## src/rtl/resp_route_if.sv

```systemverilog
// Handshake bundle between the arbiter/memory side and the read/write
// response consumers of resp_route. The slave modport is the router's view.
interface resp_route_if #(
  parameter int R_WIDTH = 32,
  parameter int W_WIDTH = 64
);
  logic               tag_valid;
  logic               tag_is_write;
  logic               tag_ready;
  logic               in_valid;
  logic [W_WIDTH-1:0] in_data;
  logic               in_ready;
  logic               r_valid;
  logic [R_WIDTH-1:0] r_data;
  logic               r_ready;
  logic               b_valid;
  logic [1:0]         b_resp;
  logic               b_ready;
  logic               orphan_err;

  modport master (
    output tag_valid, tag_is_write, in_valid, in_data, r_ready, b_ready,
    input  tag_ready, in_ready, r_valid, r_data, b_valid, b_resp, orphan_err
  );

  modport slave (
    input  tag_valid, tag_is_write, in_valid, in_data, r_ready, b_ready,
    output tag_ready, in_ready, r_valid, r_data, b_valid, b_resp, orphan_err
  );
endinterface

```

## src/rtl/resp_route.sv

```systemverilog
// Response router: remembers the grant type (read/write) of each
// outstanding request in a small tag FIFO and steers the memory-side
// responses, in grant order, to a read-data channel or a write-status
// channel. Each output channel is a single registered slot.
module resp_route #(
  parameter int R_WIDTH = 32,
  parameter int W_WIDTH = 64,
  parameter int DEPTH   = 4
) (
  input  logic            clk,
  input  logic            rst,
  resp_route_if.slave     bus
);
  localparam int AW = $clog2(DEPTH);
  localparam int CW = AW + 1;
  localparam logic [CW-1:0] FULL_CNT = CW'(DEPTH);

  // Tag storage: 1 = write grant, 0 = read grant
  logic [DEPTH-1:0]   tag_mem;
  logic [AW-1:0]      wr_ptr;
  logic [AW-1:0]      rd_ptr;
  logic [CW-1:0]      count;

  logic               full;
  logic               empty;
  logic               head_is_write;
  logic               push;
  logic               xfer;
  logic               rd_xfer;
  logic               wr_xfer;
  logic               in_ready_c;

  logic               r_valid_q;
  logic [R_WIDTH-1:0] r_data_q;
  logic               b_valid_q;
  logic [1:0]         b_resp_q;
  logic               orphan_q;

  logic [W_WIDTH-1:0] in_word;
  logic               unused_in_word;

  assign in_word        = bus.in_data;
  assign unused_in_word = ^in_word;

  assign full          = (count == FULL_CNT);
  assign empty         = (count == '0);
  assign head_is_write = tag_mem[rd_ptr];

  // Only the channel the head tag targets matters; the other channel may
  // be stalled without blocking this response.
  assign in_ready_c = !empty && (head_is_write ? (!b_valid_q || bus.b_ready)
                                               : (!r_valid_q || bus.r_ready));

  assign push    = bus.tag_valid && !full;
  assign xfer    = bus.in_valid && in_ready_c;
  assign rd_xfer = xfer && !head_is_write;
  assign wr_xfer = xfer && head_is_write;

  assign bus.tag_ready  = !full;
  assign bus.in_ready   = in_ready_c;
  assign bus.r_valid    = r_valid_q;
  assign bus.r_data     = r_data_q;
  assign bus.b_valid    = b_valid_q;
  assign bus.b_resp     = b_resp_q;
  assign bus.orphan_err = orphan_q;

  // Tag payload storage; contents are only meaningful below count
  always_ff @(posedge clk) begin
    if (push) tag_mem[wr_ptr] <= bus.tag_is_write;
  end

  // FIFO pointers and occupancy; a response transfer pops the head tag
  always_ff @(posedge clk or negedge rst) begin
    if (!rst) begin
      wr_ptr <= '0;
      rd_ptr <= '0;
      count  <= '0;
    end else begin
      if (push) wr_ptr <= wr_ptr + 1'b1;
      if (xfer) rd_ptr <= rd_ptr + 1'b1;
      case ({push, xfer})
        2'b10:   count <= count + 1'b1;
        2'b01:   count <= count - 1'b1;
        default: count <= count;
      endcase
    end
  end

  // Read channel slot: load on read transfer, clear when consumed
  always_ff @(posedge clk or negedge rst) begin
    if (!rst) begin
      r_valid_q <= 1'b0;
      r_data_q  <= '0;
    end else if (rd_xfer) begin
      r_valid_q <= 1'b1;
      r_data_q  <= in_word[R_WIDTH-1:0];
    end else if (bus.r_ready) begin
      r_valid_q <= 1'b0;
    end
  end

  // Write-status slot: load on write transfer, clear when consumed
  always_ff @(posedge clk or negedge rst) begin
    if (!rst) begin
      b_valid_q <= 1'b0;
      b_resp_q  <= 2'b00;
    end else if (wr_xfer) begin
      b_valid_q <= 1'b1;
      b_resp_q  <= in_word[1:0];
    end else if (bus.b_ready) begin
      b_valid_q <= 1'b0;
    end
  end

  // Sticky flag for a response that shows up with nothing outstanding
  always_ff @(posedge clk or negedge rst) begin
    if (!rst) orphan_q <= 1'b0;
    else if (bus.in_valid && empty) orphan_q <= 1'b1;
  end
endmodule

```

## src/flat_wrapper.sv

```systemverilog
// flat-port wrapper written by rule: the top's interface ports become plain ports
module resp_route_flat 
#(
  parameter int R_WIDTH = 32,
  parameter int W_WIDTH = 64,
  parameter int DEPTH   = 4
)
  (clk, rst, bus_tag_valid, bus_tag_is_write, bus_in_valid, bus_in_data, bus_r_ready, bus_b_ready, bus_tag_ready, bus_in_ready, bus_r_valid, bus_r_data, bus_b_valid, bus_b_resp, bus_orphan_err);
  resp_route_if #(.R_WIDTH(R_WIDTH), .W_WIDTH(W_WIDTH)) bus_i ();
  input  logic clk;
  input  logic rst;
  input wire logic [$bits(bus_i.tag_valid)-1:0] bus_tag_valid;
  input wire logic [$bits(bus_i.tag_is_write)-1:0] bus_tag_is_write;
  input wire logic [$bits(bus_i.in_valid)-1:0] bus_in_valid;
  input wire logic [$bits(bus_i.in_data)-1:0] bus_in_data;
  input wire logic [$bits(bus_i.r_ready)-1:0] bus_r_ready;
  input wire logic [$bits(bus_i.b_ready)-1:0] bus_b_ready;
  output wire logic [$bits(bus_i.tag_ready)-1:0] bus_tag_ready;
  output wire logic [$bits(bus_i.in_ready)-1:0] bus_in_ready;
  output wire logic [$bits(bus_i.r_valid)-1:0] bus_r_valid;
  output wire logic [$bits(bus_i.r_data)-1:0] bus_r_data;
  output wire logic [$bits(bus_i.b_valid)-1:0] bus_b_valid;
  output wire logic [$bits(bus_i.b_resp)-1:0] bus_b_resp;
  output wire logic [$bits(bus_i.orphan_err)-1:0] bus_orphan_err;
  assign bus_i.tag_valid = bus_tag_valid;
  assign bus_i.tag_is_write = bus_tag_is_write;
  assign bus_i.in_valid = bus_in_valid;
  assign bus_i.in_data = bus_in_data;
  assign bus_i.r_ready = bus_r_ready;
  assign bus_i.b_ready = bus_b_ready;
  assign bus_tag_ready = bus_i.tag_ready;
  assign bus_in_ready = bus_i.in_ready;
  assign bus_r_valid = bus_i.r_valid;
  assign bus_r_data = bus_i.r_data;
  assign bus_b_valid = bus_i.b_valid;
  assign bus_b_resp = bus_i.b_resp;
  assign bus_orphan_err = bus_i.orphan_err;
  resp_route #(.R_WIDTH(R_WIDTH), .W_WIDTH(W_WIDTH), .DEPTH(DEPTH)) u_core (.clk(clk), .rst(rst), .bus(bus_i));
endmodule
```

## config.mk

```make
export PLATFORM = sky130hd
export DESIGN_NAME = resp_route_flat
export DESIGN_NICKNAME = d
export VERILOG_FILES = /design/src/rtl/resp_route_if.sv /design/src/rtl/resp_route.sv /design/src/flat_wrapper.sv
export SDC_FILE = /design/constraint.sdc
export NUM_CORES = 1
export LEC_CHECK = 0
export CORE_ASPECT_RATIO = 0.9
export CORE_MARGIN = 3
export CORE_UTILIZATION = 40
export CTS_BUF_LIST = sky130_fd_sc_hd__clkbuf_8
export DETAILED_ROUTE_END_ITERATION = 8
export PLACE_DENSITY = 0.82
export SLEW_MARGIN = 10
export SYNTH_ARGS = -nofsm -noshare
export SYNTH_HDL_FRONTEND = slang
export SYNTH_SLANG_ARGS = --single-unit
```

## constraint.sdc

```tcl
create_clock -name clk -period 2.7 [get_ports clk]
set_input_delay 0.54 -clock clk [delete_from_list [all_inputs] [get_ports clk]]
set_output_delay 0.54 -clock clk [all_outputs]
set_load 0.05 [all_outputs]
```

# == Word-level counts from Yosys, hierarchy flattened ==
# Cells that the tools add are included.
# totals
register_bits,48
inputBits,71
out_inout_bits,39
wordCells,48
# classes
n_addsub,4
order_cmp,3
n_eq_ne,3
n_mux,11
n_reduce_logical,18
# ops
operator,count
logical AND 1 bit,7
2-to-1 mux 1 bit,7
less-than comparator 2 x 3 -> 1 bit (second input constant),2
case mux 3 bit (2 select lines),1
nonzero test 2 bit,3
logical NOT 1 bit,5
adder 2 x 1 -> 2 bit (second input constant),2
bitwise mux 4 bit,1
adder 3 x 1 -> 3 bit (second input constant),1
equality test 3 bit (second input constant),1
logical NOT 3 bit,1
subtractor 3 x 1 -> 3 bit (second input constant),1
binary-select mux 1 bit (select 2 bit),1
demux 1 bit (select 2 bit),1
equality test 2 x 1 -> 1 bit (second input constant),1
equality test 2 bit (second input constant),1
greater-or-equal comparator 2 x 1 -> 1 bit (second input constant),1
logical OR 1 bit,2

# == Longest topological paths before layout ==
# logic_depth
ltp_word,7
ltp_mapped,9
mapped_depth_nobuf,8

# == Worst setup path before layout ==
# No wires, ideal clock.
# synth_path
path_kind,register -> register
startpoint,register u_core.count[1]
endpoint,register u_core.count[1]
setup_time_ps,129
t_arrival_ps,2507
required_time_ps,2571
slack_ps,64
path_stages_with_launch,10
path_buffers,2
period_less_slack_ps,2636
cell_sequence,dfrtp_1 -> or3b_2 -> clkbuf_1 -> and2_1 -> buf_2 -> nor2_1 -> fa_1 -> and3_1 -> o22ai_1 -> nand3_1
# synth_via
elab_cells_between_ends,13
classes_between,add/sub (2); eq/ne (3); mux (1); reduce/logical (7)
# synth_lines
element,line,source
"start, declared",resp_route.sv:22,logic [CW-1:0] count;
"start signal, assigned",resp_route.sv:82,2'b10: count <= count + 1'b1;
"start signal, assigned",resp_route.sv:83,2'b01: count <= count - 1'b1;
"start signal, assigned",resp_route.sv:84,default: count <= count;
equality test 3 bit *,resp_route.sv:45,assign full = (count == FULL_CNT);
logical NOT 1 bit *,--,
named net bus_tag_ready,flat_wrapper.sv:18,output wire logic [$bits(bus_i.tag_ready)-1:0] bus_tag_ready;
logical AND 1 bit *,resp_route.sv:54,assign push = bus.tag_valid && !full;
equality test 2 x 1 -> 1 bit or equality test 2 bit (tied branches),resp_route.sv:81,"case ({push, xfer})"
case mux 3 bit (2 select lines) or nonzero test 2 bit (tied branches),--,
# The timed path passes the listed nets; every way through them passes the cells marked *.
# A chain may end at the register's enable or synchronous reset.

# == Worst setup path in the final report ==
# layout_path
startpoint,register u_core.count[1]
endpoint,output bus_tag_ready
# layout_via
elab_chain_len,2
# layout_lines
element,line,source
equality test 3 bit,resp_route.sv:45,
logical NOT 1 bit,resp_route.sv:59,assign bus.tag_ready = !full;
"end, declared",flat_wrapper.sv:18,
# Every way passes these cells.

==> reports/metrics.yaml <==
clock_power_share_pct: 10.0
die_y_um: 73.8
rsz0062_at_grt: "no"
maxCapViolations: 0
post_cts_resized: 0
async_flop_share_pct: 91.7
grt_max_degree: 45
netlist_instances: 137
io_buffers: 77
synth_compound_area_share_pct: 2.57
swShare_pct: 45.6
hpwl_mm: 3.08
io_pins: 110
fin_ws_ps: 136
cts.sinks: 48
grt-busiest-layer: "met2"
clockRootBuffer: "clkbuf_8"
tns_ps: 0
initial_core_util_pct: 41.7
antenna_found_initial: 0
critPathRequiredTime_ps: 2160
fin_nets: 296
cts_hold_buf: 0
syn-num-nets: 213
routedWlPerCell_um: 14.1
synth_area_mm2: 0.00204
yosys-top-cells-count: "44 x dfrtp_1, 34 x mux2_2, 6 x and3_1"
finalSetupViolations: 0
synth_top_family_by_area: "multiplexers"
synth_area_leaders: "dfrtp_1 54%, mux2_2 19%, edfxtp_1 5.9%, ha_1 2.5%, and3_1 1.8%"
critPathLaunchType: "flop"
worstHoldPathType: "input port to async pin"
synth_mux_area_share_pct: 20.9
cts_inserted_buffers: 5
status: "finished clean"
cp_top_family: "buffers and inverters"
power.density_mw_per_mm2: 1440
synth_warnings: 0
cpPeakStageDelay_ps: 730
use_met2_pct: 23.2
pwr-share-seq_pct: 29.3
use_met3_pct: 5.15
drt-total-wl_mm: 4.05
fill_cells: 396
crit_fanout: 8
cts_setup_buffers: 0
syn_avg_cell_area_um2: 14.9
clk_latency_ps: 300
report.final.hold_viol_count: 0
grt_pass1_wl_mm: 6.47
cp_cell_sequence: "or3b_2, clkdlybuf4s50_1"
cts_tree: "done"
synth.top_cell.area_share_pct: 53.9
drv_slew: 0
slew_headroom_pct: 36.5
worst_pin_slew_ps: 952
dieArea_mm2: 0.00600
num_rows: 24
synth_cell_types: 34
synth-xor-area-share_pct: 2.39
dr.pass1.iters: 5
yosys.area_share.simple_pct: 8.09
area_growth_pct: 46.7
finClkSkew_ps: 9.62
vias_per_cell: 4.71
grt_use_total_pct: 14.2
gp_congestion: 0.720
p_int_w: 0.00235
clock.fmax_ghz: 0.390
cp_slowest_cell: "clkdlybuf4s50_1"
cts_buffer_depth: 2
cp-end-kind: "output pin"
min_period_over_period_pct: 95.0
yosysSeqAreaShare_pct: 59.8
netSwitchingPower_w: 0.00196
grt_pass1_vias: 1375
ys.flop_type: "dfrtp_1"
clkTransAtPathRegs_ps: 90
drc: 0
h-tree-depth: 2
drtIter0Drc: 41
synth_edf_count: 4
grt.overflow.total: 0
synthAdderAreaFrac_pct: 3.43
finalCriticalPeriod_ps: 2560
drive_gt1_share_pct: 23.5
netlist.top_cell.by_area: "dfrtp_1"
diodes: 0
die_w_um: 81.3
max-vdd-ir-drop_uv: 693
p_leak_nw: 1.26
num_vias: 1346
ys_ff_latch: 48
p_comb_share_pct: 60.7
grt_use_met1_pct: 16.9
worstSetupPathType: "flop to output pin"
arrival_ps: 2020
cp_num_buf_inv: 1
ant_nets: 0
yosysMostFrequentCell: "dfrtp_1"
core_area_mm2: 0.00489
pre_cts_ws_ps: 97.9
worst register-to-register path: cells and delay by family (launching register included):
| family | cells | cell delay (ps) |
|---|---|---|
| AOI/OAI and AO/OA | 1 | 170 |
| adders and majority gates | 1 | 410 |
| DFF | 1 | 410 |
| muxes | 2 | 970 |
| and+or+nand+nor | 3 | 480 |
path summary, 6_finish.rpt:
kind | end | startpoint | depth (start not counted) | slack (ps)
worst max-delay path | bus_tag_ready | u_core.count[1]$_DFFE_PN0P_ | 2 | 140
worst min-delay path | u_core.bus.r_data[5]$_DFFE_PN0P_ | rst | 1 | 380
worst max register to register | u_core.count[2]$_DFFE_PN0P_ | u_core.rd_ptr[0]$_DFFE_PN0P_ | 7 | 190
worst min register to register | u_core.bus.orphan_err$_DFFE_PN0P_ | u_core.bus.orphan_err$_DFFE_PN0P_ | 1 | 480
max in group asynchronous | u_core.wr_ptr[1]$_DFFE_PN0P_ | rst | 1 | 1720
min in group clk | u_core.bus.orphan_err$_DFFE_PN0P_ | u_core.bus.orphan_err$_DFFE_PN0P_ | 1 | 480
metal layers:
layer / vias up / share of wire [%]
li1: 651 / -
met1: 636 / 41
met2: 54 / 48
met3: 5 / 9.9
met4: 0 / 1.3
met5: - / 0
cells in the final DEF (no fill, tap or decap), types with 2 or more instances in the layout:
cell and instances:
nand2_1 2, o21ai_0 2, dfrtp_1 44, and3_1 6, nor2_1 2, inv_1 4, nand3_1 3, xnor2_1 3
buf_4 4, ha_1 4, edfxtp_1 4, nand2b_1 3, o22ai_1 2, mux2_2 34, buf_12 2, nor2b_1 2
clkbuf_8 6, clkdlybuf4s50_1 75
stage by stage:
step	area (um^2)	utilization (%)	total power, W	hold WS, ps	instances
after floorplan	2040	-	0.00306	244	137
after global placement	2900	59.3	0.00386	445	278
after detailed placement	2900	59.3	0.00392	449	278
after CTS	3000	61.2	0.00436	424	286
after global routing	3000	61.2	0.00456	456	286
final	3000	61.2	0.00431	382	286
cell families after synthesis:
group                      after synthesis
xor gates and xnor gates                 4
AOI/OAI and AO/OA                        8
buffers and inverters                    9
and+or+nand+nor                         26
DFF                                     48
adders and majority gates                5
muxes                                   37
power groups by stage:
stage               logic, W  registers [W]  clock network (W)
floorplan           0.000819        0.00224                  0
global placement     0.00260        0.00126                  0
detailed placement   0.00264        0.00128                  0
CTS                  0.00264        0.00127           0.000453
global route         0.00276        0.00131           0.000482
finish               0.00261        0.00126           0.000431
cell type report:
cell class / instances / area, um^2 / share of cell area, %
clock buffers: 6 / 82.6 / 2.76
clock inverters: 2 / 10.0 / 0.334
inverters: 3 / 11.3 / 0.376
multi-input cells: 80 / 763 / 25.5
flip-flops and latches: 48 / 1220 / 40.8
well taps: 65 / 81.3 / 2.72
repair buffers: 82 / 826 / 27.6
flip-flops by register name, summed over array words and instances (netlist names):
name,cells
u_core.rd_ptr,2
u_core.bus.b_valid,1
u_core.bus.orphan_err,1
u_core.bus.b_resp,2
u_core.bus.r_valid,1
u_core.bus.r_data,32
u_core.wr_ptr,2
u_core.tag_mem,4
u_core.count,3
Note: power is estimated with default switching activity, not from simulation.
==> RTL edit 1: new RTL, same settings <==
Make the reset (`rst`) synchronous in 4 clocked blocks.
--- a/src/rtl/resp_route.sv
+++ b/src/rtl/resp_route.sv
@@ -71,5 +71,5 @@
 
   // FIFO pointers and occupancy; a response transfer pops the head tag
-  always_ff @(posedge clk or negedge rst) begin
+  always_ff @(posedge clk) begin
     if (!rst) begin
       wr_ptr <= '0;
@@ -88,5 +88,5 @@
 
   // Read channel slot: load on read transfer, clear when consumed
-  always_ff @(posedge clk or negedge rst) begin
+  always_ff @(posedge clk) begin
     if (!rst) begin
       r_valid_q <= 1'b0;
@@ -101,5 +101,5 @@
 
   // Write-status slot: load on write transfer, clear when consumed
-  always_ff @(posedge clk or negedge rst) begin
+  always_ff @(posedge clk) begin
     if (!rst) begin
       b_valid_q <= 1'b0;
@@ -114,5 +114,5 @@
 
   // Sticky flag for a response that shows up with nothing outstanding
-  always_ff @(posedge clk or negedge rst) begin
+  always_ff @(posedge clk) begin
     if (!rst) orphan_q <= 1'b0;
     else if (bus.in_valid && empty) orphan_q <= 1'b1;
Function: differs if rst is asserted again (counterexample within 4 cycles, from zero or initial values and one cycle with rst low); with rst held inactive, the same outputs for 10 cycles.
==> RTL edit 1 against the unedited design <==
- sequential share of layout area is 8.0 points lower
- wire length rose by 23%
- synthesized area decreased by 2.0%
- global-route usage rose by 3.7 points
- sequential cell count did not move
- worst setup slack got worse by 44 ps
- via count up 42%
- count of clock-buffer cells in the layout up 1
- clock skew shrank 5.3 ps
- first-iteration DRC count rose by 66%
- critical path depth is 7 higher
- final area is 2.1% higher
- synthesized cell count rose by 73%
Power is not compared: it rests on default switching activity, and its combinational part moved more than twofold at a synthesized area within 25%.
==> RTL edit 1: results <==
[power]
power.total_w = 0.00265

[finish]
layout.nets = 395
final_cells = 382
ratio_of_cells_with_drive_above_1_in_the_final_layout_pct = 10.0

[worst_setup_path]
crit_path_max_fanout = 4
worst-r2r-cell-count = 8
crit-reg2reg-launch = u_core.rd_ptr[0]
worst_r2r_setup_slack_ps = 100
worst_setup_path_startpoint = bus_r_ready
timing.critical_path.max_delay_family = simple AND/OR/NAND/NOR gates
cp_slowest_stage_delay_ps = 450
crit-reg2reg-capture = u_core.count[2]

[place]
gp_congestion = 0.825

[synth]
synth_fa_ha_area_share_pct = 3.50
syn_nets = 313
muxShareOfSynthArea_pct = 3.69
synth-seq-area-share_pct = 50.0
post_synth_xor_area_fraction_pct = 0.438
synthDistinctLibCells = 38
postSynth.asyncResetShare_pct = 0
synth.top_cells.by_count = 69 x nand2_1, 44 x dfxtp_1, 39 x a21oi_1
synthesized_area_fraction_occupied_by_ao_oa_aoi_and_oai_cells_pct = 13.9
ys_top_cells_by_area = dfxtp_1 44%, nand2_1 13%, a21oi_1 9.8%
syn-mean-instance-area_um2 = 8.44

[timing]
fin_worst_skew_ps = 4.34
slew_headroom_pct = 65.4

[outcome]
run_status = completed

[drt]
detail_route.wirelength_mm = 4.97
drt_first_iter_violations = 68
routed-wl-met2_mm = 2.45

[grt]
grtUsageMet3_pct = 4.44
pin_count_of_the_biggest_net_entering_global_routing = 34
use_met1_pct = 19.8
grt_first_pass_wirelength_mm = 8.28
grt.met2_usage_pct = 32.7
[RTL edit 1: cell types whose count changed in the layout (fill, tap and decap cells not counted), moves of 5 or more]
cell,unedited run,this run
a21oi_1,0,39
buf_4,4,15
dfrtp_1,44,0
dfxtp_1,0,43
mux2_2,34,1
nand2_1,2,69
nor2_1,2,7
[RTL edit 1: stage by stage]
step                area (µm²)  hold slack (ps)  utilization (%)  setup WS [ps]
CTS                       3030              458             65.4           5.53
detailed placement        2900              446             62.6           -287
floorplan                 2000              451                -           8.11
global placement          2900              441             62.6           -178
global route              3060              471             66.0           10.5
finish                    3060              456             66.0           91.3
[RTL edit 1: cell type report]
type | instances | area, µm² | share of cell area [%]
Inverter | 3 | 11.3 | 0.368
Tap cell | 62 | 77.6 | 2.54
Sequential cell | 48 | 1000 | 32.8
Clock inverter | 1 | 30.0 | 0.982
Multi-Input combinational cell | 169 | 947 | 31.0
Clock buffer | 7 | 96.3 | 3.15
Timing Repair Buffer | 92 | 893 | 29.2
==> RTL edit 2: new RTL, same flow settings <==
Made on the original files. `DEPTH` is set to 4 in 2 places; all go to 16.
--- a/src/rtl/resp_route.sv
+++ b/src/rtl/resp_route.sv
@@ -6,5 +6,5 @@
   parameter int R_WIDTH = 32,
   parameter int W_WIDTH = 64,
-  parameter int DEPTH   = 4
+  parameter int DEPTH   = 16
 ) (
   input  logic            clk,
--- a/src/flat_wrapper.sv
+++ b/src/flat_wrapper.sv
@@ -4,5 +4,5 @@
   parameter int R_WIDTH = 32,
   parameter int W_WIDTH = 64,
-  parameter int DEPTH   = 4
+  parameter int DEPTH   = 16
 )
   (clk, rst, bus_tag_valid, bus_tag_is_write, bus_in_valid, bus_in_data, bus_r_ready, bus_b_ready, bus_tag_ready, bus_in_ready, bus_r_valid, bus_r_data, bus_b_valid, bus_b_resp, bus_orphan_err);
Check against the original RTL: not equivalent (a bounded check fails within 10 cycles, from zero or initial values and one cycle with rst low).
==> RTL edit 2 against the unedited design <==
- the flow now finishes with violations (setup timing)
- count of clock-buffer cells in the layout grew 4
- synthesized area is 43% higher
- worst setup slack worse by 610 ps
- final area grew 44%
- power up 50%
- sequential cell count increased by 18
- wire length increased by 67%
- non-clock buffer count increased by 22
- critical path type is now flip-flop to flip-flop
- highest routed layer unchanged
==> RTL edit 2: results <==
[outcome]
run_status = finished with violations
violations = setup timing

[place]
post-place-ws_ps = -591
post-dp-hpwl_mm = 4.60
gp_congestion = 0.856

[synth]
ys_top_cells_by_area = dfrtp_1 43%, edfxtp_1 16%, mux2_2 14%
synth-edff-count = 16
postSynth.asyncResetShare_pct = 75.8
muxShareOfSynthArea_pct = 19.7
syn_nets = 288
synthDistinctLibCells = 31
post_synth_xor_area_fraction_pct = 2.70
synth-seq-area-share_pct = 59.3
synth_fa_ha_area_share_pct = 4.54
synthesized_area_fraction_occupied_by_ao_oa_aoi_and_oai_cells_pct = 2.53
synth.top_cells.by_count = 50 x dfrtp_1, 37 x mux2_2, 16 x edfxtp_1

[timing]
fin_worst_skew_ps = 6.39
layout_setup_ws_ps = -477
timing.final.setup_violations = 36

[drt]
post_drt_via_cell_ratio = 4.96
wl_met1_mm = 2.55
detailed_routing_iterations_pass_1 = 4
routed_wl_met3_um = 474
detail_route.wirelength_mm = 6.77
drt_first_iter_violations = 88
routed-wl-met2_mm = 3.58

[finish]
layout.nets = 394
fill_cells = 520
ratio_of_cells_with_drive_above_1_in_the_final_layout_pct = 31.4

[power]
vdd_ir_drop_max_v = 0.000691
internal-power_w = 0.00380
share_seq_of_total_power_pct = 26.9
share_clk_of_total_power_pct = 17.2
cellLeakagePower_nw = 1.76

[hold_path]
worstHoldPathType = primary input to asynchronous set/reset pin

[worst_setup_path]
crit_path_top_delay_cell = mux4_2
timing.critical_path.max_delay_family = multiplexers
cp_slowest_stage_delay_ps = 540
crit_path_max_fanout = 5
worst_setup_path_startpoint = u_core.rd_ptr[2]
cp_data_arrival_time_ps = 3440

[clock_tree]
cts.htree.levels = 3
cts_buffers = 9
insertion_delay_ps = 340
clkTransAtPathRegs_ps = 70

[grt]
grt_pass1_vias = 2135
grt_first_pass_wirelength_mm = 10.1
globalRouteTotalUtil_pct = 16.0
==> RTL edit 2: cell count changes after synthesis, moves of 5 or more <==
cell      unedited run  this run
o21ai_0              2         8
nor3_1               1         7
nor2_1               2        15
edfxtp_1             4        16
xor2_1               0         5
inv_1                3         8
and3_1               6         1
dfrtp_1             44        50
nand2_1              2        10
ha_1                 4         9
==> RTL edit 2: through the flow <==
stage                     instances  total power, W  area, µm²  utilization, %
after floorplan                 207         0.00397       2920               -
after global placement          386         0.00503       3930            57.5
after detailed placement        386         0.00513       3930            57.5
after CTS                       405         0.00636       4260            62.3
after global routing            408         0.00681       4330            63.3
final                           408         0.00648       4330            63.3
==> RTL edit 2: what timing repair did <==
item | 4_1_cts | 5_1_grt
setup buffers | 5 | 4
setup endpoints to repair | 5 | 5
resized for setup | 11 | 9
pin swaps | 10 | 9
==> RTL edit 2: area by class of cell <==
| cell class | instances | share of cell area (%) |
|---|---|---|
| sequential | 66 | 40.1 |
| inverter | 8 | 0.694 |
| timing repair buffer | 104 | 23.5 |
| clock buffer | 10 | 3.18 |
| tap | 90 | 2.60 |
| clock inverter | 6 | 3.18 |
| multi-input combinational | 124 | 26.7 |
==> RTL edit 2: worst paths after layout <==
kind	endpoint	slack (ps)	depth (start not counted)
worst max register to register	u_core.count[2]	-480	13
min in group clk	u_core.bus.orphan_err	480	1
worst min register to register	u_core.bus.orphan_err	480	1
worst min-delay path	u_core.bus.r_data[13]	160	1
worst max-delay path	u_core.count[2]	-480	13
max in group asynchronous	u_core.bus.b_valid	1990	2
==> RTL edit 2: metal layers <==
layer,track usage [%],up-vias
li1,-,935
met1,17.6,999
met2,28.4,76
met3,5.19,12
met4,6.07,0
met5,0,-
